[config.mk]
export PLATFORM = sky130hd
export DESIGN_NAME = bar_shifter_right_pipe
export DESIGN_NICKNAME = d
export VERILOG_FILES = /design/src/rtl/alu_pkg.sv /design/src/rtl/bar_shift_stage.sv /design/src/rtl/bar_shifter_right_pipe.sv
export SDC_FILE = /design/constraint.sdc
export NUM_CORES = 1
export LEC_CHECK = 0
export ABC_AREA = 1
export BUFFER_PORTS_ARGS = -buffer_cell sky130_fd_sc_hd__buf_2
export CORE_ASPECT_RATIO = 0.75
export CORE_MARGIN = 2
export CORE_UTILIZATION = 64
export DETAILED_ROUTE_END_ITERATION = 12
export PLACE_DENSITY_LB_ADDON = 0.1
export SYNTH_ARGS = -nofsm -noshare
export SYNTH_HDL_FRONTEND = slang
export SYNTH_SLANG_ARGS = --single-unit
[constraint.sdc]
create_clock -name clk -period 3.8 [get_ports clk]
set_clock_uncertainty 0.1 [all_clocks]
set_input_delay 0.19 -clock clk [delete_from_list [all_inputs] [get_ports clk]]
set_output_delay 0.19 -clock clk [all_outputs]
set_load 0.02 [all_outputs]
[src/rtl/alu_pkg.sv]
// Shared ALU datapath definitions: operand/shift widths and the shifter stage record.
// Latency: n/a (types and constants only).
// Backpressure: n/a.
//
// Contents:
//    ALU_DATA_W    - default operand width
//    ALU_SHAMT_W   - default shift-amount width (log2 of ALU_DATA_W)
//    shift_stage_t - contents of one right-shifter pipeline stage
package alu_pkg;

   localparam int ALU_DATA_W  = 32;
   localparam int ALU_SHAMT_W = 5;

   typedef struct packed {
      logic                   valid;
      logic                   arith;
      logic [ALU_SHAMT_W-1:0] shamt;
      logic [ALU_DATA_W-1:0]  data;
   } shift_stage_t;

endpackage

[src/rtl/bar_shift_stage.sv]
// One stage of the pipelined right shifter: conditional fixed-distance shift plus stage register.
// Latency: 1 cycle when i_en is high.
// Backpressure: i_en low freezes the stage register (valid, data, shamt, arith).
//
// Ports:
//    clk, rst_n                      - clock, async active-low reset
//    i_en                            - load enable (global pipeline advance)
//    i_valid/i_data/i_shamt/i_arith  - predecessor stage contents
//    o_valid/o_data/o_shamt/o_arith  - this stage's registered contents
// Sign fill is built only when BAR_SHIFTER_ARITH_EN is defined; otherwise fill is
// always zero, i_arith is ignored and o_arith reads 0.
module bar_shift_stage #(
   parameter int DATA_W  = 32,
   parameter int SHAMT_W = 5,
   parameter int SHIFT   = 1
) (
   input  logic               clk,
   input  logic               rst_n,
   input  logic               i_en,
   input  logic               i_valid,
   input  logic [DATA_W-1:0]  i_data,
   input  logic [SHAMT_W-1:0] i_shamt,
   input  logic               i_arith,
   output logic               o_valid,
   output logic [DATA_W-1:0]  o_data,
   output logic [SHAMT_W-1:0] o_shamt,
   output logic               o_arith
);

   // shamt bit that selects this stage's shift distance
   localparam int BIT = $clog2(SHIFT);

   logic [SHIFT-1:0]   w_fill;
   logic [DATA_W-1:0]  w_next;

   logic               r_valid;
   logic [DATA_W-1:0]  r_data;
   logic [SHAMT_W-1:0] r_shamt;

`ifdef BAR_SHIFTER_ARITH_EN
   logic               r_arith;

   // Sign is taken from this stage's input; earlier stages already replicated it,
   // so the chained result equals one arithmetic shift.
   assign w_fill = i_arith ? {SHIFT{i_data[DATA_W-1]}} : '0;
`else
   logic               w_unused;

   assign w_fill   = '0;
   assign w_unused = i_arith;
`endif

   assign w_next = i_shamt[BIT] ? {w_fill, i_data[DATA_W-1:SHIFT]} : i_data;

   always_ff @(posedge clk or negedge rst_n) begin
      if (!rst_n) begin
         r_valid <= 1'b0;
         r_data  <= '0;
         r_shamt <= '0;
      end else if (i_en) begin
         r_valid <= i_valid;
         r_data  <= w_next;
         r_shamt <= i_shamt;
      end
   end

`ifdef BAR_SHIFTER_ARITH_EN
   always_ff @(posedge clk or negedge rst_n) begin
      if (!rst_n) begin
         r_arith <= 1'b0;
      end else if (i_en) begin
         r_arith <= i_arith;
      end
   end

   assign o_arith = r_arith;
`else
   assign o_arith = 1'b0;
`endif

   assign o_valid = r_valid;
   assign o_data  = r_data;
   assign o_shamt = r_shamt;

endmodule

[src/rtl/bar_shifter_right_pipe.sv]
// Pipelined right barrel shifter (SRL/SRA), stages shift by 16,8,4,2,1 at the default width.
// Latency: SHAMT_W cycles input transfer to out_valid, one op per cycle.
// Backpressure: whole pipe stalls when out_valid && !out_ready; in_ready drops in the same cycle.
//
// Ports:
//    clk, rst_n                           - clock, async active-low reset
//    in_valid/in_ready                    - input handshake
//    in_data/in_shamt/in_arith            - operand, right-shift amount, sign-fill select
//    out_valid/out_ready/out_data         - output handshake and result (straight from last stage)
// Optional feature macro: BAR_SHIFTER_ARITH_EN (sign fill; without it in_arith is ignored).
module bar_shifter_right_pipe
   import alu_pkg::*;
#(
   parameter  int DATA_W  = ALU_DATA_W,
   localparam int SHAMT_W = $clog2(DATA_W)
) (
   input  logic               clk,
   input  logic               rst_n,
   input  logic               in_valid,
   output logic               in_ready,
   input  logic [DATA_W-1:0]  in_data,
   input  logic [SHAMT_W-1:0] in_shamt,
   input  logic               in_arith,
   output logic               out_valid,
   input  logic               out_ready,
   output logic [DATA_W-1:0]  out_data
);

   // Index 0 is the input port; index s is the register of stage s.
   logic [SHAMT_W:0]              w_valid;
   logic [SHAMT_W:0][DATA_W-1:0]  w_data;
   logic [SHAMT_W:0][SHAMT_W-1:0] w_shamt;
   logic [SHAMT_W:0]              w_arith;
   logic                          w_adv;
   logic                          w_unused;

   // One global enable: the pipe only moves when the last stage can be vacated.
   assign w_adv    = !out_valid || out_ready;
   assign in_ready = w_adv;

   assign w_valid[0] = in_valid;
   assign w_data[0]  = in_data;
   assign w_shamt[0] = in_shamt;
   assign w_arith[0] = in_arith;

   for (genvar gi = 0; gi < SHAMT_W; gi++) begin : g_stage
      bar_shift_stage #(
         .DATA_W  (DATA_W),
         .SHAMT_W (SHAMT_W),
         .SHIFT   (1 << (SHAMT_W - 1 - gi))
      ) u_stage (
         .clk     (clk),
         .rst_n   (rst_n),
         .i_en    (w_adv),
         .i_valid (w_valid[gi]),
         .i_data  (w_data[gi]),
         .i_shamt (w_shamt[gi]),
         .i_arith (w_arith[gi]),
         .o_valid (w_valid[gi+1]),
         .o_data  (w_data[gi+1]),
         .o_shamt (w_shamt[gi+1]),
         .o_arith (w_arith[gi+1])
      );
   end

   assign out_valid = w_valid[SHAMT_W];
   assign out_data  = w_data[SHAMT_W];

   // Control fields of the last stage have no consumer.
   assign w_unused = ^{w_shamt[SHAMT_W], w_arith[SHAMT_W]};

endmodule

==> flow_metrics.env <==
export IMPL_run_status="finished, final reports clean"
export IMPL_finalHoldViolations=0
export IMPL_required_ns=4.02
export IMPL_crit_type="register to register"
export IMPL_clock_path_buffers=2
export IMPL_drive_above_1_share_pct=9.28
export IMPL_antenna_left=0
export IMPL_ys_seq_elements=175
export IMPL_fmax_mhz=464
export IMPL_start_util_pct=65.2
export IMPL_ys_seq_area_share_pct=52.0
export IMPL_period_minus_slack_ns=2.15
export IMPL_via_count=7480
export IMPL_endpoint_kind="register"
export IMPL_max_cap_violations=0
export IMPL_setup_worst_path_start_class="register"
export IMPL_yosysUniqueCellTypes=11
export IMPL_setup_viol=0
export IMPL_first_pass_iters=5
export IMPL_clk_latency_ns=0.43
export IMPL_final_period_utilization_pct=56.7
export IMPL_hp_class="input port to register"
export IMPL_routedWlPerCell_um=13.7
export IMPL_cts_setup_buffers=0
export IMPL_cts_sinks=175
export IMPL_ys_warn_count=0
export IMPL_place_hpwl_mm=12.3
export IMPL_cts_resized=0
export IMPL_clk_pin_slew_ns=0.07
export IMPL_grt_pass1_wl_mm=33.0
export IMPL_grt_use_total_pct=29.8
export IMPL_nets=1301
export IMPL_place_area_um2=8860
export IMPL_fp_coreArea_um2=12900
export IMPL_die_h_um=103
export IMPL_synth_nets=1227
export IMPL_min_from="in_data[13]"
export IMPL_die_width_um=137
export IMPL_cts_hold_buf=36
export IMPL_clockRootBuffer="clkbuf_16"
export IMPL_p_per_area_nw_per_um2=827
export IMPL_design_area_um2=9820
export IMPL_drtIter0Drc=607
export IMPL_io_pins=76
export IMPL_grt_pass1_vias=7041
export IMPL_tns_ns=0
export IMPL_cts_tree="done"
export IMPL_worst_path_max_fanout=33
export IMPL_via_per_inst=5.18
export IMPL_tightestPinTransition_ns=1.01
export IMPL_utilization_pct=75.9
export IMPL_slew_violations=0
export IMPL_cts_made_buffers=17
export IMPL_htreeDepth=4
export IMPL_place_congestion=0.791
export IMPL_num_fill_cells=941
export IMPL_synth_area_um2=8430
export IMPL_rsz0062_at_grt="false"
export IMPL_regToRegStartpoint="g_stage[0].u_stage.o_shamt[3]$_DFFE_PN0P_"
export IMPL_worst_slack_ns=1.65
export IMPL_drc=0
export IMPL_cp_data_arrival_time_ns=2.37
export IMPL_avgSynthCellArea_um2=7.11
export IMPL_vdd_drop_max_uv=788
export IMPL_relSlewSlack_pct=32.7
export IMPL_wirelength_mm=19.8
export IMPL_worstSetupStartpoint="g_stage[0].u_stage.o_shamt[3]$_DFFE_PN0P_"
export IMPL_post_place_ws_ns=1.66
export IMPL_dieArea_um2=14100
export IMPL_io_buffers=74
export IMPL_syn2layout_area_growth_pct=16.5
export IMPL_fp_row_count=36
export IMPL_grt_overflow=0
export IMPL_grt_max_degree=108
export IMPL_synth_cells=1185
export IMPL_antenna_found_initial=1
export IMPL_p_leak_nw=5.74
[report_power, final]
part           total [W]  switching (W)  internal, W
logic            0.00318        0.00214      0.00104
clock network    0.00178       0.000758      0.00102
registers        0.00316       0.000485      0.00267
total            0.00812        0.00338      0.00474
[per-layer routing]
layer / GRT usage, % / share of wire (%) / vias to the layer above
met5: 0 / 0 / -
met4: 9.70 / 2.0 / 0
met3: 4.87 / 4.9 / 39
met2: 46.5 / 46 / 219
met1: 43.5 / 47 / 3559
li1: - / - / 3663
[Yosys cell counts (all sizes together)]
library cell	n	area share [%]
nand3	160	9.5
dfrtp	175	52
o21ai	9	0.53
buf	47	2.6
clkbuf	19	0.85
nand2	604	27
inv	170	7.6
nor2	1	0.074
[state kept, by name, summed over array words and instances (netlist names)]
| name | flops |
|---|---|
| g_stage.u_stage.o_data | 160 |
| g_stage.u_stage.o_shamt | 10 |
| g_stage.u_stage.o_valid | 5 |
[critical path: stages (launching register included)]
cell	delay, ns
dfrtp_1	0.85
inv_1	0.70
nand3_1	0.30
nand2_1	0.07
[path summary, 6_finish.rpt]
check,end,slack [ns],cells past startpoint
hold / removal,g_stage[0].u_stage.o_data[13]$_DFFE_PN0P_,0.03,5
setup reg to reg,g_stage[1].u_stage.o_data[24]$_DFFE_PN0P_,1.65,3
min in group asynchronous,g_stage[0].u_stage.o_data[30]$_DFFE_PN0P_,0.36,2
setup / recovery,g_stage[1].u_stage.o_data[24]$_DFFE_PN0P_,1.65,3
max in group asynchronous,g_stage[4].u_stage.o_data[11]$_DFFE_PN0P_,2.36,3
hold reg to reg,g_stage[4].u_stage.o_valid$_DFFE_PN0P_,0.36,2
[cell families (layout without fill, tap and decap cells)]
group	count (synthesis)	count (layout)	share of synthesized area, %
flip-flops	175	175	52.0
buffers and inverters	236	322	11.0
other	0	1	0
AO/OA/AOI/OAI	9	9	0.534
AND/OR/NAND/NOR	765	765	36.5
[area by class of cell]
| class | instances | area, um^2 | area share, % |
|---|---|---|---|
| Tap cell | 171 | 214 | 2.18 |
| Clock buffer | 20 | 467 | 4.75 |
| Clock inverter | 11 | 129 | 1.31 |
| Inverter | 170 | 638 | 6.50 |
| Multi-Input combinational cell | 774 | 3130 | 31.9 |
| Timing Repair Buffer | 121 | 857 | 8.73 |
| Sequential cell | 175 | 4380 | 44.6 |
| Antenna cell | 1 | 2.50 | 0.0255 |
[through the flow]
stage                     instances  power, W  hold slack (ns)
after global placement         1375   0.00617            0.293
after floorplan                1185   0.00541           -0.206
after global routing           1443   0.00880           0.0569
final                          1443   0.00812           0.0314
after detailed placement       1375   0.00627            0.288
after CTS                      1442   0.00813           0.0209
[cells in the final DEF (no fill, tap or decap), drive strengths merged]
| cell | instances |
|---|---|
| nand2 | 604 |
| dfrtp | 175 |
| inv | 173 |
| nand3 | 160 |
| buf | 85 |
| dlygate4sd3 | 36 |
| clkbuf | 20 |
| o21ai | 9 |
| clkinvlp | 5 |
| bufinv | 2 |
| diode | 1 |
| nor2 | 1 |
| clkinv | 1 |
Note: power is estimated with default switching activity, not from simulation.
